[src/rtl/conv_sched_pkg.sv]
// conv_sched_pkg: shared types and geometry helpers for the conv scheduler.
//   state_t  : scheduler FSM states
//   out_dim  : ofmap dimension from ifmap/kernel/padding/stride geometry
//   idx_w    : index width for an n-entry range (minimum 1 bit)
package conv_sched_pkg;

  typedef enum logic [2:0] {
    IDLE,
    CLEAR,
    RUN,
    DRAIN,
    FINISH
  } state_t;

  function automatic int unsigned out_dim(input int unsigned dim, input int unsigned k,
                                          input int unsigned pad, input int unsigned stride);
    return (dim + 2 * pad - k) / stride + 1;
  endfunction

  function automatic int unsigned idx_w(input int unsigned n);
    return (n > 1) ? $clog2(n) : 1;
  endfunction

endpackage

[src/rtl/conv_scheduler_if.sv]
// conv_scheduler_if: ofmap output stream (valid/ready) from the scheduler to
// the downstream ofmap buffer.
//   out_ofmap [OH][OW] x DATA_WIDTH : captured engine result
//   out_ch    CH_W                  : filter index of out_ofmap
//   out_valid                       : out_ofmap/out_ch valid
//   out_ready                       : downstream accepts the beat
// Modports: master (scheduler side), slave (buffer side).
interface conv_scheduler_if #(
  parameter int unsigned OH         = 6,
  parameter int unsigned OW         = 6,
  parameter int unsigned DATA_WIDTH = 8,
  parameter int unsigned CH_W       = 2
) ();

  logic [OH-1:0][OW-1:0][DATA_WIDTH-1:0] out_ofmap;
  logic [CH_W-1:0]                       out_ch;
  logic                                  out_valid;
  logic                                  out_ready;

  modport master (output out_ofmap, output out_ch, output out_valid, input out_ready);
  modport slave  (input out_ofmap, input out_ch, input out_valid, output out_ready);

endinterface

[src/rtl/conv_sched_watchdog.sv]
// conv_sched_watchdog: counts consecutive cycles with run high; the count
// clears whenever run is low, so it restarts on every entry to RUN.
//   clk, reset (async, active-low)
//   run     in  : scheduler is in RUN
//   expired out : run has been high for TIMEOUT_CYCLES cycles (this is the last)
module conv_sched_watchdog
  import conv_sched_pkg::*;
#(
  parameter int unsigned TIMEOUT_CYCLES = 256
) (
  input  logic clk,
  input  logic reset,
  input  logic run,
  output logic expired
);

  localparam int unsigned CNT_W = idx_w(TIMEOUT_CYCLES);

  logic [CNT_W-1:0] count;

  always_ff @(posedge clk or negedge reset) begin
    if (!reset) begin
      count <= '0;
    end else if (!run) begin
      count <= '0;
    end else if (!expired) begin
      count <= count + CNT_W'(1);
    end
  end

  assign expired = run && (count == CNT_W'(TIMEOUT_CYCLES - 1));

endmodule

[src/rtl/conv_scheduler.sv]
// conv_scheduler: runs one shared conv engine over up to MAX_KERNELS filters.
// Each pass: CLEAR (load weights, engine held in reset) -> RUN (engine enabled
// until eng_done) -> DRAIN (ofmap beat offered on the output stream). After the
// last filter, FINISH pulses done.
// Ports:
//   clk, reset (async, active-low)
//   start, num_kernels            : layer request, sampled in IDLE only
//   weight_bank                   : all filter weights
//   busy, done, error             : layer status (error sticky, cleared by start)
//   eng_reset, eng_en, eng_weights: engine control
//   eng_done, eng_ofmap           : engine result
//   ofm (conv_scheduler_if.master): ofmap output stream
// Optional: CONV_SCHED_TIMEOUT_EN adds a RUN watchdog (TIMEOUT_CYCLES) that
// aborts the layer with error=1; without it error stays 0.
module conv_scheduler
  import conv_sched_pkg::*;
#(
  parameter int unsigned MAX_KERNELS    = 4,
  parameter int unsigned IFMAP_HEIGHT   = 6,
  parameter int unsigned IFMAP_WIDTH    = 6,
  parameter int unsigned KERNEL_HEIGHT  = 3,
  parameter int unsigned KERNEL_WIDTH   = 3,
  parameter int unsigned DATA_WIDTH     = 8,
  parameter int unsigned H_STRIDE       = 1,
  parameter int unsigned V_STRIDE       = 1,
  parameter int unsigned PADDING        = 1,
  parameter int unsigned TIMEOUT_CYCLES = 256
) (
  input  logic clk,
  input  logic reset,
  input  logic start,
  input  logic [$clog2(MAX_KERNELS+1)-1:0] num_kernels,
  input  logic signed [MAX_KERNELS-1:0][KERNEL_HEIGHT-1:0][KERNEL_WIDTH-1:0][DATA_WIDTH-1:0] weight_bank,
  output logic busy,
  output logic done,
  output logic error,
  output logic eng_reset,
  output logic eng_en,
  output logic signed [KERNEL_HEIGHT-1:0][KERNEL_WIDTH-1:0][DATA_WIDTH-1:0] eng_weights,
  input  logic eng_done,
  input  logic [out_dim(IFMAP_HEIGHT, KERNEL_HEIGHT, PADDING, V_STRIDE)-1:0]
               [out_dim(IFMAP_WIDTH, KERNEL_WIDTH, PADDING, H_STRIDE)-1:0]
               [DATA_WIDTH-1:0] eng_ofmap,
  conv_scheduler_if.master ofm
);

  localparam int unsigned CH_W = idx_w(MAX_KERNELS);
  localparam int unsigned NK_W = $clog2(MAX_KERNELS + 1);

  state_t          state, state_next;
  logic [CH_W-1:0] k;
  logic [CH_W-1:0] k_last;
  logic [NK_W-1:0] n_eff;
  logic            handshake;
  logic            expired;

  always_comb begin
    n_eff = (num_kernels > NK_W'(MAX_KERNELS)) ? NK_W'(MAX_KERNELS) : num_kernels;
  end

  assign handshake = ofm.out_valid && ofm.out_ready;

`ifdef CONV_SCHED_TIMEOUT_EN
  conv_sched_watchdog #(
    .TIMEOUT_CYCLES(TIMEOUT_CYCLES)
  ) u_watchdog (
    .clk    (clk),
    .reset  (reset),
    .run    (state == RUN),
    .expired(expired)
  );
`else
  assign expired = 1'b0;
`endif

  always_ff @(posedge clk or negedge reset) begin
    if (!reset) begin
      state <= IDLE;
    end else begin
      state <= state_next;
    end
  end

  // Engine control is decoded from state: only RUN releases the engine.
  always_comb begin
    state_next = state;
    eng_reset  = 1'b1;
    eng_en     = 1'b0;
    case (state)
      IDLE: begin
        if (start) begin
          state_next = (n_eff != '0) ? CLEAR : FINISH;
        end
      end
      CLEAR: begin
        state_next = RUN;
      end
      RUN: begin
        eng_reset = 1'b0;
        eng_en    = 1'b1;
        if (eng_done) begin
          state_next = DRAIN;
        end else if (expired) begin
          state_next = FINISH;
        end
      end
      DRAIN: begin
        if (handshake) begin
          state_next = (k == k_last) ? FINISH : CLEAR;
        end
      end
      FINISH: begin
        state_next = IDLE;
      end
      default: begin
        state_next = IDLE;
      end
    endcase
  end

  always_ff @(posedge clk or negedge reset) begin
    if (!reset) begin
      busy          <= 1'b0;
      done          <= 1'b0;
      error         <= 1'b0;
      k             <= '0;
      k_last        <= '0;
      eng_weights   <= '0;
      ofm.out_ofmap <= '0;
      ofm.out_ch    <= '0;
      ofm.out_valid <= 1'b0;
    end else begin
      done <= 1'b0;
      case (state)
        IDLE: begin
          if (start) begin
            busy  <= 1'b1;
            error <= 1'b0;
            k     <= '0;
            if (n_eff != '0) begin
              k_last <= CH_W'(n_eff - NK_W'(1));
            end
          end
        end
        CLEAR: begin
          eng_weights <= weight_bank[k];
        end
        RUN: begin
          if (eng_done) begin
            ofm.out_ofmap <= eng_ofmap;
            ofm.out_ch    <= k;
            ofm.out_valid <= 1'b1;
          end else if (expired) begin
            error <= 1'b1;
          end
        end
        DRAIN: begin
          if (handshake) begin
            ofm.out_valid <= 1'b0;
            if (k != k_last) begin
              k <= k + CH_W'(1);
            end
          end
        end
        FINISH: begin
          done <= 1'b1;
          busy <= 1'b0;
        end
        default: begin
        end
      endcase
    end
  end

endmodule
[src/flat_wrapper.sv]
// flat-port wrapper written by rule: the top's interface ports become plain ports
module conv_scheduler_flat import conv_sched_pkg::*;
#(
  parameter int unsigned MAX_KERNELS    = 4,
  parameter int unsigned IFMAP_HEIGHT   = 6,
  parameter int unsigned IFMAP_WIDTH    = 6,
  parameter int unsigned KERNEL_HEIGHT  = 3,
  parameter int unsigned KERNEL_WIDTH   = 3,
  parameter int unsigned DATA_WIDTH     = 8,
  parameter int unsigned H_STRIDE       = 1,
  parameter int unsigned V_STRIDE       = 1,
  parameter int unsigned PADDING        = 1,
  parameter int unsigned TIMEOUT_CYCLES = 256
)
  (clk, reset, start, num_kernels, weight_bank, busy, done, error, eng_reset, eng_en, eng_weights, eng_done, eng_ofmap, ofm_out_ofmap, ofm_out_ch, ofm_out_valid, ofm_out_ready);
  conv_scheduler_if #(.DATA_WIDTH(DATA_WIDTH)) ofm_i ();
  input  logic clk;
  input  logic reset;
  input  logic start;
  input  logic [$clog2(MAX_KERNELS+1)-1:0] num_kernels;
  input  logic signed [MAX_KERNELS-1:0][KERNEL_HEIGHT-1:0][KERNEL_WIDTH-1:0][DATA_WIDTH-1:0] weight_bank;
  output logic busy;
  output logic done;
  output logic error;
  output logic eng_reset;
  output logic eng_en;
  output logic signed [KERNEL_HEIGHT-1:0][KERNEL_WIDTH-1:0][DATA_WIDTH-1:0] eng_weights;
  input  logic eng_done;
  input  logic [out_dim(IFMAP_HEIGHT, KERNEL_HEIGHT, PADDING, V_STRIDE)-1:0]
               [out_dim(IFMAP_WIDTH, KERNEL_WIDTH, PADDING, H_STRIDE)-1:0]
               [DATA_WIDTH-1:0] eng_ofmap;
  output wire logic [$bits(ofm_i.out_ofmap)-1:0] ofm_out_ofmap;
  output wire logic [$bits(ofm_i.out_ch)-1:0] ofm_out_ch;
  output wire logic [$bits(ofm_i.out_valid)-1:0] ofm_out_valid;
  input wire logic [$bits(ofm_i.out_ready)-1:0] ofm_out_ready;
  assign ofm_out_ofmap = ofm_i.out_ofmap;
  assign ofm_out_ch = ofm_i.out_ch;
  assign ofm_out_valid = ofm_i.out_valid;
  assign ofm_i.out_ready = ofm_out_ready;
  conv_scheduler #(.MAX_KERNELS(MAX_KERNELS), .IFMAP_HEIGHT(IFMAP_HEIGHT), .IFMAP_WIDTH(IFMAP_WIDTH), .KERNEL_HEIGHT(KERNEL_HEIGHT), .KERNEL_WIDTH(KERNEL_WIDTH), .DATA_WIDTH(DATA_WIDTH), .H_STRIDE(H_STRIDE), .V_STRIDE(V_STRIDE), .PADDING(PADDING), .TIMEOUT_CYCLES(TIMEOUT_CYCLES)) u_core (.clk(clk), .reset(reset), .start(start), .num_kernels(num_kernels), .weight_bank(weight_bank), .busy(busy), .done(done), .error(error), .eng_reset(eng_reset), .eng_en(eng_en), .eng_weights(eng_weights), .eng_done(eng_done), .eng_ofmap(eng_ofmap), .ofm(ofm_i));
endmodule
[config.mk]
export PLATFORM = sky130hd
export DESIGN_NAME = conv_scheduler_flat
export DESIGN_NICKNAME = d
export VERILOG_FILES = /design/src/rtl/conv_sched_pkg.sv /design/src/rtl/conv_scheduler_if.sv /design/src/rtl/conv_sched_watchdog.sv /design/src/rtl/conv_scheduler.sv /design/src/flat_wrapper.sv
export SDC_FILE = /design/constraint.sdc
export NUM_CORES = 1
export LEC_CHECK = 0
export BUFFER_PORTS_ARGS = -buffer_cell sky130_fd_sc_hd__buf_2
export CORE_AREA = 3 3 367 369
export CTS_BUF_LIST = sky130_fd_sc_hd__clkbuf_8
export DETAILED_ROUTE_END_ITERATION = 10
export DIE_AREA = 0 0 370 372
export REMOVE_ABC_BUFFERS = 1
export SLEW_MARGIN = 20
export SYNTH_ARGS = -nofsm -noshare
export SYNTH_HDL_FRONTEND = slang
export SYNTH_HIERARCHICAL = 1
export SYNTH_SLANG_ARGS = --single-unit
export TNS_END_PERCENT = 100
[constraint.sdc]
create_clock -name clk -period 2.75 [get_ports clk]
set_clock_uncertainty 0.1 [all_clocks]
set_input_delay 0.4125 -clock clk [delete_from_list [all_inputs] [get_ports clk]]
set_output_delay 0.4125 -clock clk [all_outputs]
set_load 0.01 [all_outputs]
* Word level (Yosys, flattened, before mapping)
Cells that the tools add are included.
** Storage, ports and cells
- Register bits :: 372
- Input bits :: 584
- Output and inout port bits :: 368
- Logic and storage cells :: 99
** Cells by class
- Add/sub/neg operators :: 2
- Order comparisons :: 2
- Equality and inequality tests :: 10
- Mux-type cells :: 21
- Reductions and logical operators :: 12
** Operators by type and width (number)
- binary-select mux 72 bit (select 2 bit) :: 1
- two-way mux 72 bit :: 1
- two-way mux 3 bit :: 6
- case mux 3 bit (4 select lines) :: 1
- AND reduction 3 bit :: 3
- == test 3 x 2 -> 1 bit (second input constant) :: 2
- two-way mux 1 bit :: 6
- two-way mux 2 bit :: 3
- nonzero test 2 bit :: 3
- != test 2 x 1 -> 1 bit (second input constant) :: 2
- != test 2 bit (second input constant) :: 2
- case mux 1 bit (2 select lines) :: 2
- case mux 2 bit (2 select lines) :: 1
- AND reduction 2 bit :: 2
- AND reduction 4 bit :: 1
- == test 3 x 1 -> 1 bit (second input constant) :: 1
- == test 3 bit (second input constant) :: 1
- greater-than comparator 3 bit (second input constant) :: 1
- zero test 3 bit :: 1
- < comparator 2 x 3 -> 1 bit (second input constant) :: 1
- nonzero test 3 bit :: 1
- adder 2 x 1 -> 2 bit (second input constant) :: 1
- == test 2 bit :: 1
- != test 2 bit :: 1
- other kinds (2) :: 2

* Logic depth before layout (Yosys ltp)
Gate-level depths: netlist (run 1).
- Word-level depth :: 6
- Mapped depth :: 7

* Worst setup path after synthesis (run 1)
Ideal clock, no wire load.
- Kind :: register to register
- Start point :: register u_core.k[1]
- End point :: register u_core/eng_weights[0] (netlist name)
- Setup time :: 0.125 ns
- Arrival :: 1.516 ns
- Path slack :: 1.009 ns
- Cell stages (with the launch flop) :: 6
- Buffers on the path :: 3
- Period minus slack after synthesis :: 1.741 ns
- Cell sequence :: dfrtp_1 -> buf_2 -> buf_2 -> clkbuf_1 -> mux4_2 -> mux2_4
** On the way
- Longest elaborated chain between the ends :: 2
** RTL lines
- start, declared :: line conv_scheduler.sv:51 : logic [CH_W-1:0] k;
- start signal, assigned :: line conv_scheduler.sv:161 : k <= k + CH_W'(1);
- binary-select mux 72 bit (select 2 bit) :: line conv_scheduler.sv:146 : eng_weights <= weight_bank[k];
- two-way mux 72 bit (implied by the code) :: line conv_scheduler.sv:146
No other way between the ends. The select of a mux whose other input is x is not followed.
A chain may end at the register's enable or synchronous reset.

* Worst setup path after layout (run 1)
- Start point :: input port num_kernels[0]
- End point :: register u_core.k_last[0]
** On the way
- Longest elaborated chain between the ends :: 4
- Elaborated cells between the ends (all ways) :: 5
** RTL lines
- start, declared :: line flat_wrapper.sv:20 : input logic [$clog2(MAX_KERNELS+1)-1:0] num_kernels;
- greater-than comparator 3 bit :: line conv_scheduler.sv:58 : n_eff = (num_kernels > NK_W'(MAX_KERNELS)) ? NK_W'(MAX_KERNELS) : num_kernels;
- two-way mux 3 bit (*) :: line conv_scheduler.sv:58
- nonzero test 3 bit :: line conv_scheduler.sv:140 : if (n_eff != '0) begin
- AND reduction 3 bit (no source line)
- end signal, assigned :: line conv_scheduler.sv:141 : k_last <= CH_W'(n_eff - NK_W'(1));
- end, declared :: line conv_scheduler.sv:52 : logic [CH_W-1:0] k_last;
Mark *: on every way between the ends. The rest lies on a longest branch, timed or not.

==> results of run 1 <==
per-stage QoR:
step	total power, mW	hold WS (ns)	setup WS [ns]	util	instance area (um2)
after floorplan	14.9	0.0169	-11.76	-	15400
after global placement	23.1	0.344	0.625	0.174	22800
after detailed placement	23.3	0.335	0.575	0.174	22800
after CTS	30.9	0.00812	0.206	0.219	28800
after global routing	32.2	0.0831	0.0496	0.220	28900
final	30.2	0.123	0.120	0.220	28900
path summary, 6_finish.rpt:
path,start,to,slack (ns)
min in group clk,weight_bank[52],u_core/eng_weights[52],0.13
setup / recovery,num_kernels[0],u_core/k_last[0],0.12
max in group asynchronous,reset,u_core/ofm.out_ofmap[263],1.44
hold reg to reg,u_core/ofm.out_ofmap[155],u_core/ofm.out_ofmap[155],0.38
setup reg to reg,u_core/k[0],u_core/eng_weights[18],0.21
hold / removal,reset,u_core/eng_weights[50],0.12
layout make-up:
cell class | instances | area, um2
clock inverters | 42 | 284
multi-input cells | 482 | 6080
clock buffers | 95 | 1310
fillers | 14104 | 103000
well taps | 1755 | 2200
repair buffers | 1420 | 9590
inverters | 6 | 22.5
flip-flops and latches | 372 | 9320
diodes | 48 | 120
cells in the mapped netlist:
library cell / count / share of area
dfrtp_1: 372 / 0.59
mux2_2: 243 / 0.17
mux2_1: 100 / 0.071
mux4_2: 72 / 0.10
buf_2: 38 / 0.012
mux2_4: 20 / 0.019
buf_6: 12 / 0.0085
nand2_1: 9 / 0.0021
inv_1: 6 / 0.0014
nor2_1: 6 / 0.0014
clkbuf_1: 5 / 0.0012
a21oi_1: 3 / 0.00095
buf_12: 3 / 0.0038
buf_4: 3 / 0.0014
nor3_1: 3 / 0.00095
o21ai_0: 3 / 0.00095
nand2b_1: 2 / 0.00079
nand3_1: 2 / 0.00063
nor2b_1: 2 / 0.00079
o221ai_1: 2 / 0.0011
or4_1: 2 / 0.00095
xor2_1: 2 / 0.0011
a2bb2oi_1: 1 / 0.00055
a311oi_1: 1 / 0.00055
a31oi_1: 1 / 0.00040
a32o_1: 1 / 0.00063
and2_1: 1 / 0.00040
and3_1: 1 / 0.00040
conb_1: 1 / 0.00024
ha_1: 1 / 0.00079
nor3b_1: 1 / 0.00047
nor4b_2: 1 / 0.00095
o21bai_1: 1 / 0.00047
registers in the layout (all words and copies together), names as in the netlist:
signal                count
u_core/ofm.out_ofmap    288
u_core/k                  2
u_core/eng_weights       72
u_core/busy               1
u_core/k_last             2
u_core/ofm.out_ch         2
u_core/done               1
u_core/state              3
u_core/ofm.out_valid      1
metal layers:
layer | part of all wire | track usage
met1 | 0.36 | 0.153
met2 | 0.47 | 0.232
met3 | 0.11 | 0.0719
met4 | 0.047 | 0.0753
met5 | 0.0042 | 0.00427
kinds of logic after synthesis:
group / synth area share
AO/OA/AOI/OAI: 0.00562
XOR/XNOR: 0.00111
adder cells (fa/ha/maj): 0.000791
buffers and inverters: 0.0284
flip-flops: 0.588
multiplexers: 0.366
other: 0.000237
AND/OR/NAND/NOR: 0.00988
where the power goes:
| part | internal [mW] | leakage (nW) | total (mW) | switching (mW) |
|---|---|---|---|---|
| logic | 7.06 | 7.83 | 14.1 | 6.99 |
| clock network | 3.33 | 0.882 | 6.16 | 2.83 |
| registers | 8.34 | 4.38 | 10.0 | 1.67 |
repair_timing:
item                      CTS  global route
buffers inserted            0             0
hold buffers              438             0
hold endpoints to repair  484             0
==> impl_metrics.py, run 1 <==
metrics = {
    "final_layout": {
        "drive_gt1_frac": 0.597,
        "finalNetCount": 2943,
        "synthToLayoutAreaGrowth_pct": 82.7,
        "final_common_cell": "buf_2",
        "fin_cells": 4220,
        "final_cell_mix": "buf_2 (949), dlygate4sd3_1 (438), dfrtp_1 (370)",
    },
    "sta": {
        "hold_violations": 0,
        "fmax_mhz": 380,
        "finalCriticalPeriod_ns": 2.63,
        "finalMaxSlewViolations": 0,
        "setup-tns-final_ns": 0,
        "rsz0062_at_grt": "false",
        "finalSetupViolCount": 0,
        "finalCritPeriodShare": 0.956,
        "slew_headroom": 0.609,
        "worst_pin_slew_ns": 0.587,
    },
    "synthesis": {
        "seq_area_frac_synth": 0.588,
        "synthDistinctLibCells": 33,
        "synthCells": 921,
        "synth_area_mm2": 0.0158,
        "ys.warnings.count": 6,
        "ys_ff_latch": 372,
        "syn_area_per_cell_um2": 17.2,
    },
    "detailed_routing": {
        "firstDrtPassIters": 5,
        "vias": 14779,
        "post_drt_via_cell_ratio": 3.50,
        "drt-initial-drc-count": 653,
        "drt-total-wl_mm": 102,
        "drc": 0,
        "wl_per_cell_um": 24.3,
        "antenna_left": 0,
    },
    "clocking": {
        "clk_pin_slew_worst_paths_ns": 0.07,
        "cts_resized": 0,
        "cts_root_buf": "clkbuf_8",
        "clk_latency_ns": 0.72,
        "htreeDepth": 3,
        "cts_tree": "done",
        "cts_max_path_buffers": 3,
        "clkSinkCount": 372,
        "numCtsBuffers": 76,
    },
    "worst_setup_path": {
        "startpoint_type": "primary input",
        "crit_path_end_kind": "flip-flop",
        "crit_fanout": 3,
        "crit_type": "in2reg",
        "path_cells": "dlygate4sd3_1 > buf_2 > nand2_1 > dlygate4sd3_1 > ha_1 > inv_1 > o21ai_0 > mux2_2 > dlygate4sd3_1",
        "path_depth": 9,
        "r2r_cells": 4,
        "worst_ep_required_time_ns": 3.25,
        "worst-path-buf-inv": 5,
        "cp_slowest_cell": "dlygate4sd3_1",
        "arrival_ns": 3.13,
        "cpLargestDelayFamily": "buffers and inverters",
        "crit_path_frequent_cell": "dlygate4sd3_1",
        "max_stage_delay_ns": 0.57,
    },
    "floorplan": {
        "start_util": 0.120,
        "num_rows": 133,
        "dieArea_mm2": 0.138,
        "die_w_um": 370,
        "core_region_area_mm2": 0.131,
        "io_pins": 952,
        "die_h_um": 372,
    },
    "placement": {
        "gp_congestion": 0.873,
        "port_buffers": 950,
        "hpwl_mm": 84.0,
        "dp.cells": 3597,
    },
    "worst_hold_path": {
        "hold_class": "in2async",
    },
    "power": {
        "leakage_nw": 13.1,
        "ir_drop_v": 0.000606,
        "powerDensity_mw_per_mm2": 1050,
    },
    "global_route": {
        "antenna_found_initial": 116,
        "overflow": 0,
        "grt_pass1_wl_mm": 133,
        "grt_max_degree": 73,
        "track_usage": 0.143,
        "grt_pass1_vias": 15844,
    },
    "status": {
        "status": "complete, no violations",
    },
    "flow_run": {
        "drv_cap": 0,
    },
}
No activity file was read; power rests on OpenSTA's default activity.
==> inputs of run 2 (changes only) <==
Clock period 2.75 ns to 3.32 ns, I/O delays scaled along.
==> impl_metrics.py, run 2 (synthesis results as in run 1) <==
metrics = {
    "status": {
        "status": "complete, no violations",
    },
    "placement": {
        "port_buffers": 950,
        "dp.cells": 3586,
        "hpwl_mm": 83.4,
        "placed_area_mm2": 0.0227,
        "gp_congestion": 0.857,
    },
    "floorplan": {
        "num_rows": 133,
        "start_util": 0.120,
        "die_w_um": 370,
        "io_pins": 952,
        "die_h_um": 372,
        "core_region_area_mm2": 0.131,
        "dieArea_mm2": 0.138,
    },
    "clocking": {
        "cts_root_buf": "clkbuf_8",
        "clk_latency_ns": 0.70,
        "clk_pin_slew_worst_paths_ns": 0.06,
        "clkSinkCount": 372,
        "htreeDepth": 3,
        "cts_max_path_buffers": 3,
        "numCtsBuffers": 75,
        "cts_resized": 0,
        "post_cts_buffers": 0,
        "cts_tree": "done",
    },
    "sta": {
        "finalCriticalPeriod_ns": 2.66,
        "finalCritPeriodShare": 0.802,
        "rsz0062_at_grt": "false",
        "setup-tns-final_ns": 0,
        "fmax_mhz": 376,
        "hold_violations": 0,
        "finalMaxSlewViolations": 0,
        "slew_headroom": 0.439,
        "worst_pin_slew_ns": 0.842,
        "finalSetupViolCount": 0,
    },
    "global_route": {
        "grt_pass1_wl_mm": 129,
        "track_usage": 0.139,
        "grt_max_degree": 77,
        "grt_pass1_vias": 14926,
        "overflow": 0,
        "antenna_found_initial": 101,
    },
    "worst_setup_path": {
        "cpLargestDelayFamily": "buffers and inverters",
        "crit_fanout": 26,
        "cp_slowest_cell": "dfrtp_4",
        "startpoint_type": "flip-flop",
        "max_stage_delay_ns": 0.78,
        "crit_path_end_kind": "flip-flop",
        "worst-path-buf-inv": 2,
        "worst_ep_required_time_ns": 3.81,
        "path_cells": "buf_4 > mux4_2 > dlygate4sd3_1 > mux2_2",
        "crit_type": "reg2reg",
        "arrival_ns": 3.15,
    },
    "final_layout": {
        "drive_gt1_frac": 0.628,
        "largest-register": "u_core/ofm.out_ofmap",
        "stdcell_area_mm2": 0.0274,
        "largest_reg_flops": 288,
        "final_cell_mix": "buf_2 (949), dfrtp_1 (370), dlygate4sd3_1 (297)",
        "fill_cells": 14207,
        "fin_cells": 4044,
        "synthToLayoutAreaGrowth_pct": 73.1,
        "finalNetCount": 2790,
        "final_common_cell": "buf_2",
        "top_regs": "u_core/ofm.out_ofmap (288), u_core/eng_weights (72), u_core/state (3)",
    },
    "detailed_routing": {
        "wl_per_cell_um": 24.6,
        "firstDrtPassIters": 4,
        "post_drt_via_cell_ratio": 3.48,
        "drt-total-wl_mm": 99.6,
        "antenna_left": 0,
        "vias": 14065,
        "drt-initial-drc-count": 715,
        "drc": 0,
    },
    "power": {
        "ir_drop_v": 0.000504,
        "powerDensity_mw_per_mm2": 892,
        "leakage_nw": 12.5,
    },
    "flow_run": {
        "drv_cap": 0,
    },
    "worst_hold_path": {
        "hold_class": "in2reg",
    },
}
[run 2: changes by cell type in the layout (fill, tap and decap cells not counted)]
cell / previous run / this run
inv_1: 23 / 29
diode_2: 48 / 28
dlygate4sd3_1: 438 / 297
bufinv_16: 2 / 7
clkinvlp_4: 5 / 2
inv_6: 1 / 2
clkinv_8: 2 / 0
clkbuf_8: 95 / 91
clkinv_4: 0 / 1
clkinv_2: 14 / 6
buf_12: 16 / 14
buf_4: 16 / 7
[run 2: metrics by stage]
stage	power, mW	setup WS [ns]	hold slack (ns)	util
2_1_floorplan	13.3	-11.19	0.102	-
3_3_place_gp	19.0	1.06	0.362	0.173
3_5_place_dp	19.2	1.04	0.369	0.173
4_1_cts	25.1	0.601	0.00245	0.208
5_1_grt	26.0	0.518	0.0560	0.208
6_report	24.4	0.658	0.129	0.208
[run 2: power breakdown]
| group | leakage [nW] | switching, mW | internal, mW | total (mW) |
|---|---|---|---|---|
| Sequential | 4.38 | 1.47 | 6.90 | 8.37 |
| Combinational | 7.18 | 5.51 | 5.28 | 10.8 |
| Clock | 0.919 | 2.24 | 3.03 | 5.27 |
[run 2: repair_timing]
item / in CTS / in global routing
hold endpoints to repair: 358 / 0
setup endpoints to repair: 0 / 0
hold buffers: 297 / 0
[run 2: worst min-delay path, delay by kind of cell]
family	cells	cell delay, ns
buffers and inverters	1	0.07
muxes	2	0.34
[run 2: path summary, 6_finish.rpt]
path / depth (start not counted) / slack [ns] / startpoint / endpoint
setup / recovery: 4 / 0.66 / u_core/k[0] / u_core/eng_weights[38]
setup reg to reg: 4 / 0.66 / u_core/k[0] / u_core/eng_weights[38]
hold / removal: 3 / 0.13 / weight_bank[10] / u_core/eng_weights[10]
max in group asynchronous: 3 / 1.94 / reset / u_core/ofm.out_ofmap[255]
hold reg to reg: 1 / 0.38 / u_core/ofm.out_ofmap[157] / u_core/ofm.out_ofmap[157]
min in group asynchronous: 2 / 0.24 / reset / u_core/eng_weights[50]
[run 2: final cells by class]
type                    count  area [um2]  share of cell area
diodes                     28        70.1             0.00256
well taps                1755        2200              0.0802
clock inverters            42         379              0.0138
clock buffers              91        1250              0.0457
repair buffers           1268        8070               0.295
multi-input cells         482        6080               0.222
inverters                   6        22.5            0.000822
flip-flops and latches    372        9320               0.340
[run 2: routing by layer]
metal,global-route usage,vias to the layer above,share of wire
met1,0.153,6915,0.37
met4,0.0458,62,0.031
li1,-,6038,-
met2,0.235,810,0.48
met5,0,-,0.0043
met3,0.0675,240,0.11
